--- src/rtl/flopr_pipe.sv ---
// flopr_pipe: STAGES-deep valid/ready register pipeline with bubble collapse, backpressure and flush
module flopr_pipe #(
  parameter int WIDTH = 32,
  parameter int STAGES = 2,
  parameter logic [WIDTH-1:0] RESET_VAL = '0,
  localparam int OW = $clog2(STAGES + 1)
) (
  input  logic             clk,
  input  logic             reset,
  input  logic             flush,
  input  logic             in_valid,
  output logic             in_ready,
  input  logic [WIDTH-1:0] in_data,
  output logic             out_valid,
  input  logic             out_ready,
  output logic [WIDTH-1:0] out_data,
  output logic [OW-1:0]    occupancy
);
  logic [STAGES-1:0] v;
  logic [WIDTH-1:0]  d [STAGES];
  logic [STAGES:0]   r;
  // a stage may load when it is empty or its contents move on this cycle
  assign r[STAGES] = out_ready;
  for (genvar g = 0; g < STAGES; g++) begin : g_r
    assign r[g] = !v[g] | r[g+1];
  end
  assign in_ready  = r[0] & !flush & reset;
  assign out_valid = v[STAGES-1];
  assign out_data  = d[STAGES-1];
  always_comb begin
    occupancy = '0;
    for (int i = 0; i < STAGES; i++) occupancy = occupancy + OW'(v[i]);
  end
  always_ff @(posedge clk or negedge reset) begin
    if (!reset) begin
      v <= '0;
      for (int i = 0; i < STAGES; i++) d[i] <= RESET_VAL;
    end else if (flush) begin
      v <= '0;
    end else begin
      if (r[0]) begin
        v[0] <= in_valid & in_ready;
        if (in_valid) d[0] <= in_data;
      end
      for (int i = 1; i < STAGES; i++) begin
        if (r[i]) begin
          v[i] <= v[i-1];
          if (v[i-1]) d[i] <= d[i-1];
        end
      end
    end
  end
endmodule

--- config.mk ---
export PLATFORM = sky130hd
export DESIGN_NAME = flopr_pipe
export DESIGN_NICKNAME = d
export VERILOG_FILES = /design/src/rtl/flopr_pipe.sv
export SDC_FILE = /design/constraint.sdc
export NUM_CORES = 1
export LEC_CHECK = 0
export ABC_AREA = 1
export BUFFER_PORTS_ARGS = -buffer_cell sky130_fd_sc_hd__buf_2
export CELL_PAD_IN_SITES_DETAIL_PLACEMENT = 0
export CELL_PAD_IN_SITES_GLOBAL_PLACEMENT = 1
export CORE_MARGIN = 8
export CORE_UTILIZATION = 35
export DETAILED_ROUTE_END_ITERATION = 10
export GPL_ROUTABILITY_DRIVEN = 0
export PLACE_DENSITY = 0.74
export SLEW_MARGIN = 20
export SYNTH_ARGS = -nofsm -noshare
export SYNTH_HDL_FRONTEND = slang
export SYNTH_SLANG_ARGS = --single-unit
--- constraint.sdc ---
create_clock -name clk -period 1.3 [get_ports clk]
set_clock_uncertainty 0.15 [all_clocks]
set_input_delay 0.13 -clock clk [delete_from_list [all_inputs] [get_ports clk]]
set_output_delay 0.13 -clock clk [all_outputs]
set_load 0.02 [all_outputs]
## Yosys cells after proc, flatten, opt, wreduce, memory -nomap -nowiden

Index checks and enable logic that the tools add are counted.

- Flip-flop bits (word level): 66
- Output and inout port bits: 36

- Add/subtract/negate cells: 1
- Muxes and demuxes: 3
- Bitwise operators: 6
- Reduce and logical (&&, ||, !) cells: 7

Operator list:

| cell | count |
|---|---|
| 3-bit AND reduction | 2 |
| 2-bit nonzero test | 2 |
| 1-bit AND | 3 |
| 1-bit logical NOT | 3 |
| 1-bit by 1-bit adder with 2-bit output | 1 |
| 1-bit 2-to-1 mux | 2 |
| 2-bit 2-to-1 mux | 1 |
| 1-bit bitwise OR | 2 |
| 1-bit inverter | 1 |

## Logic depth before layout (Yosys ltp)

- Depth in word-level cells: 8
- Depth in mapped cells: 6

## Worst setup path after synthesis

No wires, ideal clock.

- Path kind: register to register
- Start point: register v[1]
- End point: register d (netlist bit out_data[10])
- Setup time: 0.116 ns
- Data arrival time: 1.016 ns
- Required time: 1.034 ns
- Slack: 0.018 ns
- Stages on the path, launching flop included: 5
- Buffers on the path: 1
- Period minus slack after synthesis: 1.282 ns
- Cells stage by stage: dfrtp_1 nand2_1 buf_2 nand3_1 nand2_1

- Word-level cells in the longest chain between the ends: 3

RTL lines:

| item | RTL line | text |
|---|---|---|
| start: declaration | 19 | `logic [STAGES-1:0] v;` |
| start signal: indexed assignment | 47 | `v[i] <= v[i-1];` |
| 1-bit logical NOT | 25 | `assign r[g] = !v[g] \| r[g+1];` |
| 1-bit bitwise OR | 25 |  |
| 3-bit AND reduction (no line) | n/a |  |
| end signal: indexed assignment | 48 | `if (v[i-1]) d[i] <= d[i-1];` |
| end: declaration | 20 | `logic [WIDTH-1:0] d [STAGES];` |

Every way passes these cells.
A chain may end at the register's enable or synchronous reset.

## Worst setup path in the final report

- Start point: register v[0]
- End point: output occupancy[0]

- Word-level cells in the longest chain between the ends: 1

RTL lines:

| item | RTL line | text |
|---|---|---|
| start signal: assignment | 42 | `v[0] <= in_valid & in_ready;` |
| start signal: indexed assignment | 47 |  |
| 1-bit by 1-bit adder with 2-bit output | 32 | `for (int i = 0; i < STAGES; i++) occupancy = occupancy + OW'(v[i]);` |
| end: declaration | 17 | `output logic [OW-1:0] occupancy` |

Every way passes these cells.

==> flow_summary.toml <==
[pwr]
p_total_mw = 5.42
switching_share = 0.306
comb_power_share = 0.219
ir_drop_mv = 0.519
p_sw_mw = 1.66
intPower_mw = 3.76
p_per_area_nw_per_um2 = 1380
p_leak_nw = 2.11
seqPwrFrac = 0.479
power_frac_clock = 0.302

[worst_setup_path]
crit_chain = "ha_4 > buf_6"
worst_ep_required_time_ps = 1020
max_stage_delay_ps = 460
crit_arrival_ps = 1170
crit_type = "flip-flop to output pin"
worstPathMaxFanout = 3
reg2reg_depth = 6
start_kind = "flip-flop"
startpoint = "v[0]"
cp_slowest_cell = "dfrtp_2"
rrSetupSlack_ps = -20
end_kind = "output pin"
r2r_end = "out_data[21]"
rr_startpoint = "v[0]"

[die]
dieArea_um2 = 11600
ios = 73
core_um2 = 8180
rows = 33
die_width_um = 108
start_util = 0.360
die_h_um = 108

[sta]
max_freq_ghz = 0.688
hold_violations = 0
grt_setup_unrepaired = "yes"
slew_violations = 0
final-setup-viol-count = 26
tightest_slew_ps = 423
finalSetupTns_ps = -583
period_minus_slack_ps = 1450
setup_slack_ps = -153
post-route-period-util = 1.12
slew_headroom = 0.718

[synth]
ys_seq_area_frac = 0.561
synth_seq_cells = 66
synthTopCellsByCount = "130 x nand2_1, 66 x dfrtp_1, 64 x nand3_1, 38 x buf_4"
synth_top_area_cell = "dfrtp_1"
synth_cells = 323
yosysUniqueCellTypes = 13
synth.top_cell.area_share = 0.561
syn_area_um2 = 2940
synth_edf_count = 0
post-synth-top-count-cell = "nand2_1"
syn-num-nets = 361
ys_top_cells_by_area = "dfrtp_1 56%, nand2_1 17%, nand3_1 11%, buf_4 9.7%, buf_6 2.3%"
ys.flop_type = "dfrtp_1"
yosysWarnings = 0
syn_avg_cell_area_um2 = 9.11
synthArstFlopShare = 1.00

[final_layout]
antennaDiodeCount = 0
area_growth_pct = 33.5
nets = 448
drive_gt1_frac = 0.275

[detailed_routing]
top_layer = "met4"
met1_length_um = 3120
drt_iter0_drc = 113
drt-vias-per-instance = 4.45
wl_met2_um = 3610
finalWirelength_um = 7240
num_vias = 2314
firstDrtPassIters = 4
wl_per_cell_um = 13.9
drc = 0
route.met3.wl_um = 352
detail-route-antenna-nets = 0

[grt]
grt_overflow = 0
grt_max_degree = 34
grt_pass1_wl_um = 12300
grt.total_usage = 0.136
antenna_found_initial = 0
grt_pass1_vias = 2470

[run_status]
violations = "setup timing"
status = "finished, violations left"

[min_path]
hold_path_class = "input pin to async pin"

[clocking]
clk_pin_slew_ps = 60
clk_latency_ps = 340
cts_buffer_depth = 2
cts_tree = "done"
cts.sinks = 66
cts_root_buf = "clkbuf_8"
cts_max_level = 3
cts_buffers = 9

[flow_run]
drv_cap = 0

[placed_design]
hpwl_um = 4900
port_buffers = 72
place_ws_ps = -63.8
## power groups by stage
| stage | sequential (mW) | combinational [mW] | clock [mW] |
|---|---|---|---|
| after floorplan | 2.58 | 0.975 | 0 |
| after global placement | 2.63 | 1.07 | 0 |
| after detailed placement | 2.64 | 1.09 | 0 |
| after CTS | 2.60 | 1.20 | 1.68 |
| after global routing | 2.64 | 1.32 | 1.77 |
| final | 2.60 | 1.19 | 1.63 |
## critical path, delay by kind of cell, from the launching register on
kind | cells | cell delay (ps)
flip-flops | 1 | 460
adder cells (fa/ha/maj) | 1 | 280
buffers and inverters | 1 | 110
## through the flow
| stage | area (µm²) | utilization | std cells | hold WS [ps] |
|---|---|---|---|---|
| 2_1_floorplan | 2940 | - | 323 | -316 |
| 3_3_place_gp | 3210 | 0.393 | 466 | -209 |
| 3_5_place_dp | 3210 | 0.393 | 466 | -208 |
| 4_1_cts | 3880 | 0.474 | 521 | 40.1 |
| 5_1_grt | 3930 | 0.480 | 520 | 52.7 |
| 6_report | 3930 | 0.480 | 520 | 54.2 |
## worst max path at each step
stage,to,slack (ps),cells after the start
after floorplan,out_data[10],20,4
after CTS,occupancy[0],-220,2
final,occupancy[0],-150,2
after global placement,out_data[0],20,5
after global routing,occupancy[0],-180,2
after detailed placement,out_data[21],-60,5
## layout make-up
cell class / instances / area [µm²]
timing repair buffer: 125 / 972
clock inverter: 3 / 40.0
tap: 105 / 131
sequential: 66 / 1650
inverter: 4 / 15.0
fill: 811 / 4250
clock buffer: 13 / 139
multi-input combinational: 204 / 975
## state kept, by name (all words and copies together) (netlist names)
name,count
d,32
out_data,32
v,2
## cell families after synthesis
logic type,after synthesis,share of synthesized area
AOI/OAI and AO/OA,2,0.00340
DFF,66,0.561
adders and majority gates,1,0.00425
and+or+nand+nor,200,0.296
buffers and inverters,54,0.135
## cell usage in the layout, fill, tap and decap left out, types with 2 or more instances in the layout
master,synthesis,final
clkinv_2,0,2
clkbuf_1,0,4
clkbuf_8,0,9
inv_1,4,4
buf_12,0,5
dlygate4sd3_1,0,35
dfrtp_1,66,64
nor2_4,2,2
nand2_1,130,129
buf_6,6,11
buf_2,6,66
buf_4,38,7
nand2_8,0,4
nand3_1,64,64
dfrtp_2,0,2
## routing by layer
| layer | up-vias | GRT usage |
|---|---|---|
| li1 | 1175 | - |
| met1 | 1077 | 0.161 |
| met2 | 50 | 0.221 |
| met3 | 12 | 0.0347 |
| met4 | 0 | 0.0743 |
| met5 | - | 0 |
## repair_timing
item / 4_1_cts / 5_1_grt
setup buffers: 3 / 1
setup endpoints to repair: 35 / 69
endpoints found under the hold margin: 100 / 0
gates cloned: 1 / 0
pin swaps: 4 / 1
hold buffers: 35 / 0
resized for setup: 20 / 13
Power figures use the tool's default switching activity.
